File: config.mk
export PLATFORM = sky130hd
export DESIGN_NAME = fetch_sequencer
export DESIGN_NICKNAME = d
export VERILOG_FILES = /design/src/rtl/fetch_sequencer.sv
export SDC_FILE = /design/constraint.sdc
export NUM_CORES = 1
export LEC_CHECK = 0
export BUFFER_PORTS_ARGS = -buffer_cell sky130_fd_sc_hd__buf_2
export CAP_MARGIN = 20
export CORE_MARGIN = 1
export CORE_UTILIZATION = 35
export CTS_CLUSTER_SIZE = 25
export DETAILED_ROUTE_END_ITERATION = 16
export MAX_ROUTING_LAYER = met4
export PLACE_DENSITY = 0.64
export SYNTH_ARGS = -nofsm -noshare
export SYNTH_HDL_FRONTEND = slang
export SYNTH_SLANG_ARGS = --single-unit
File: constraint.sdc
create_clock -name clk -period 5.1 [get_ports clk]
set_input_delay 1.02 -clock clk [delete_from_list [all_inputs] [get_ports clk]]
set_output_delay 1.02 -clock clk [all_outputs]
set_load 0.01 [all_outputs]
File: src/rtl/fetch_sequencer.sv
// Instruction-fetch sequencer: owns the PC and registers fetched words into a
// one-entry valid/ready stage. Optional perf counters are enabled by FETCH_PERF_EN.
`timescale 1ns/1ps
module fetch_sequencer #(
   parameter int                 ADDR_W    = 8,
   parameter int                 DATA_W    = 32,
   parameter logic [ADDR_W-1:0]  RESET_PC  = '0,
   parameter logic [DATA_W-1:0]  HALT_INSN = '0
) (
   input  logic              clk,
   input  logic              reset,
   output logic [ADDR_W-1:0] imem_addr,
   input  logic [DATA_W-1:0] imem_rd,
   output logic [DATA_W-1:0] insn,
   output logic [ADDR_W-1:0] insn_pc,
   output logic              insn_valid,
   input  logic              insn_ready,
   input  logic              redirect_valid,
   input  logic [ADDR_W-1:0] redirect_pc,
   output logic              halted,
   output logic [15:0]       perf_fetch,
   output logic [15:0]       perf_stall
);

   typedef enum logic {S_FETCH, S_HALT} state_t;

   state_t            r_state;
   logic [ADDR_W-1:0] r_pc;
   logic [DATA_W-1:0] r_insn;
   logic [ADDR_W-1:0] r_insn_pc;
   logic              r_valid;

   logic              w_free;
   logic              w_is_halt;
   logic [ADDR_W-1:0] w_pc_next;
   logic [ADDR_W-1:0] w_redirect_pc;

   assign w_free        = !r_valid || insn_ready;
   assign w_is_halt     = (imem_rd == HALT_INSN);
   assign w_pc_next     = r_pc + ADDR_W'(4);
   assign w_redirect_pc = redirect_pc & ~ADDR_W'(3);

   always_ff @(posedge clk) begin
      if (reset) begin
         r_state   <= S_FETCH;
         r_pc      <= RESET_PC;
         r_insn    <= '0;
         r_insn_pc <= '0;
         r_valid   <= 1'b0;
      end else if (redirect_valid) begin
         // Redirect flushes the pending entry even if decode is taking it now.
         r_state <= S_FETCH;
         r_pc    <= w_redirect_pc;
         r_valid <= 1'b0;
      end else begin
         case (r_state)
            S_FETCH: begin
               if (w_free) begin
                  if (!w_is_halt) begin
                     r_insn    <= imem_rd;
                     r_insn_pc <= r_pc;
                     r_valid   <= 1'b1;
                     r_pc      <= w_pc_next;
                  end else begin
                     r_valid <= 1'b0;
                     r_state <= S_HALT;
                  end
               end
            end
            S_HALT: begin
               if (r_valid && insn_ready)
                  r_valid <= 1'b0;
            end
            default: r_state <= S_FETCH;
         endcase
      end
   end

`ifdef FETCH_PERF_EN
   logic [15:0] r_perf_fetch;
   logic [15:0] r_perf_stall;
   logic        w_xfer;
   logic        w_stall;

   assign w_xfer  = r_valid && insn_ready;
   assign w_stall = r_valid && !insn_ready;

   // Both counters saturate rather than wrap.
   always_ff @(posedge clk) begin
      if (reset) begin
         r_perf_fetch <= '0;
         r_perf_stall <= '0;
      end else begin
         if (w_xfer && r_perf_fetch != 16'hFFFF)
            r_perf_fetch <= r_perf_fetch + 16'd1;
         if (w_stall && r_perf_stall != 16'hFFFF)
            r_perf_stall <= r_perf_stall + 16'd1;
      end
   end

   assign perf_fetch = r_perf_fetch;
   assign perf_stall = r_perf_stall;
`else
   assign perf_fetch = 16'h0000;
   assign perf_stall = 16'h0000;
`endif

   assign imem_addr  = r_pc;
   assign insn       = r_insn;
   assign insn_pc    = r_insn_pc;
   assign insn_valid = r_valid;
   assign halted     = (r_state == S_HALT);

endmodule

==> summary.md <==
| Metric | Value |
|---|---|
| Root Driver | clkbuf_8 |
| Sequential-to-total area share from yosys stat | 0.433 |
| Cts bufs inserted | 5 |
| Worst-path maximum fanout | 33 |
| # rows | 28 |
| Cell area after layout | 2540 um2 |
| Mean cell area of the mapped netlist | ~9.7 um2 |
| Final setup vio count | 0 |
| CTS Buffer Depth | 2 |
| Yosys cell types | 32 |
| Post CTS Setup Buffer Count | 0 |
| FF-to-FF End | insn[22] |
| Share of layout cells above drive strength 1 | 0.326 |
| GRT Util Overall | 0.141 |
| Reg2reg path depth | 6 |
| # port buffers | between 80 and 90 |
| Status | finished clean |
| Die Y | ~80 um |
| Vias in the first global route | ~1500 |
| Post-route setup TNS | 0 ns |
| Slew @ Worst Pin | 0.821 ns |
| Synth Cell Area | roughly 2100 um2 |
| WL/cell | roughly 11 um |
| Reg2Reg Setup Slack | 3.19 ns |
| Initial antenna violation count | 0 |
| Final #Nets | between 300 and 400 |
| # IOs | 126 |
| Mapped Cells | about 220 |
| Setup crit start kind | primary input |
| Die area | roughly 6400 um2 |
| Pleak | approximately 0.0014 uW |
| DRT iter0 DRCs | 52 |
| Clock-pin slew on the worst setup and hold paths | 0.08 ns |
| Minimum clock period | between 3 and 4 ns |
| Largest net degree at the start of global routing | 46 |
| Total power after layout | ~750 uW |
| Final ANT Viol Nets | 0 |
| Slew headroom | 0.453 |
| Initial Util | 0.361 |
| Pwr Density | around 300 nW/um2 |
| Core Area | a little under 6000 um2 |
| Post-cts resize count | 0 |
| Place WS | 1.64 ns |
| Diode count | 0 |
| Final wirelength | 4310 um |
| Vias after detailed routing | ~1700 |
| H-tree levels | 2 |
| Hold buffers post-CTS | 0 |
| Period utilisation layout | 0.605 |
| 1st-pass router iterations | 4 |
| Hold Fails Final Rpt | 0 |
| TritonCTS Sinks | between 40 and 50 |
| Fmax | about 320 MHz |
| Min-delay src | insn[28] |
| Hpwl dp | 3160 um |
| Max_cap viols | 0 |
| RSZ-0062 raised after global routing | no |
| R2R Path Start | insn_valid |
| Worst setup margin | ~2 ns |
| Total number of yosys warnings | 0 |
| DRC viols | 0 |
| CTS tree | built |
| Synth-to-Final Area Change | 19.6% |
| WS Path Type | in -> reg |
| Grt total ovfl | 0 |
| Hold Path End | insn[28] |
| Clock skew | 0.00572 ns |
| Worst-Skew Late Latency | 0.29 ns |
| Critical Path AT | ~3.2 ns |
| Worst Setup End Kind | flop |
| Hold Crit Depth | 2 |
| Final Max Slew Viols | 0 |
| VDD IR max | about 110 uV |
| Die W | 79.9 um |
| Hold Path Class | reg -> reg |
| DP Area | between 2000 and 2500 um2 |
| GP Congestion | roughly 0.71 |
| First-pass GRT wire length | between 6000 and 7000 um |
| Synth Register Bits | 46 |
| Worst EP required | about 5.3 ns |
| Via density | ~4.5 |
## kinds of logic (layout without fill, tap and decap cells)
family          after synthesis  in the layout  share of synthesized area
mux                          40             40                      0.188
fa+ha+maj                     1              1                    0.00588
compound gates               15             15                     0.0559
flops                        46             46                      0.433
simple gates                 65             65                      0.136
other cells                   1             36                    0.00176
xor+xnor                      2              2                    0.00824
buf+inv                      49             99                      0.171
## cell usage after synthesis
master      n  area [um2]
xor2_1      1        8.76
buf_4      37         278
or3_1       2        12.5
mux2i_1    40         400
o211ai_1    1        7.51
a2111oi_0   1        8.76
nand3_1     1        5.00
o211ai_2    1        12.5
nor2_1     45         169
o21ai_1     2        10.0
o21ai_0     1        5.00
inv_1       3        11.3
nand2_1     1        3.75
nor4_1      8        50.1
buf_12      2        40.0
and2_1      1        6.26
nor3_1      1        5.00
clkbuf_1    6        22.5
or2_2       2        12.5
nand4_1     3        18.8
a211oi_1    2        15.0
o21a_1      2        15.0
a211o_1     1        8.76
dfxtp_1    46         921
o211a_1     1        10.0
ha_1        1        12.5
xnor2_1     1        8.76
conb_1      1        3.75
nor2b_1     1        6.26
buf_6       1        11.3
o21ai_2     1        8.76
a311oi_1    2        17.5
## stage by stage
stage / cells / util / hold slack, ns
2_1_floorplan: 254 / - / 0.509
4_1_cts: 379 / 0.432 / 0.503
6_report: 379 / 0.432 / 0.495
3_5_place_dp: 371 / 0.416 / 0.482
3_3_place_gp: 371 / 0.416 / 0.469
5_1_grt: 379 / 0.432 / 0.528
## worst max-delay path by stage
stage	startpoint	to	slack (ns)	cells after the start
after floorplan	imem_rd[19]	insn[0]	2.71	7
after global routing	imem_rd[19]	insn[22]	1.81	7
final	imem_rd[19]	insn[22]	2.02	7
after global placement	imem_rd[19]	insn[27]	1.71	7
after CTS	imem_rd[19]	insn[22]	1.95	7
after detailed placement	imem_rd[19]	insn[22]	1.64	7
## sequential cells by signal, indices dropped and copies added, names as in the netlist
register / cells
insn: 32
insn_pc: 6
imem_addr: 6
insn_valid: 1
halted: 1
## report_power, final
part           internal, uW  leakage, uW  switching, uW
Clock                   110    0.0000482            120
Sequential              381     0.000379           13.1
Combinational          53.7     0.000928           71.7
## layer usage
metal / track usage / part of all wire / routed length (um) / vias up
li1: - / - / - / 842
met2: 0.225 / 0.47 / 2020 / 73
met1: 0.172 / 0.45 / 1960 / 776
met4: 0.0375 / 0.0035 / 15 / 0
met3: 0.0423 / 0.075 / 324 / 2
met5: - / 0 / 0 / -
## layout make-up
| class | count | area [um2] |
|---|---|---|
| inverters | 3 | 11.3 |
| repair buffers | 88 | 443 |
| fillers | 625 | 3340 |
| clock inverters | 1 | 5.00 |
| flip-flops and latches | 46 | 921 |
| multi-input cells | 159 | 982 |
| well taps | 75 | 93.8 |
| clock buffers | 7 | 86.3 |
## critical path, stage by stage
cell      delay [ns]
buf_2           0.12
nor4_1          0.40
nand4_1         0.37
o211ai_4        0.42
buf_4           0.55
mux2i_1         0.29
nor2_1          0.05
## cells in the final DEF (no fill, tap or decap), types with 3 or more instances in the layout
| cell type | Yosys | layout |
|---|---|---|
| conb_1 | 1 | 36 |
| buf_2 | 0 | 87 |
| inv_1 | 3 | 3 |
| nor2_1 | 45 | 45 |
| mux2i_1 | 40 | 40 |
| dfxtp_1 | 46 | 46 |
| nand4_1 | 3 | 3 |
| clkbuf_8 | 0 | 6 |
| nor4_1 | 8 | 8 |
Power figures use the tool's default switching activity.
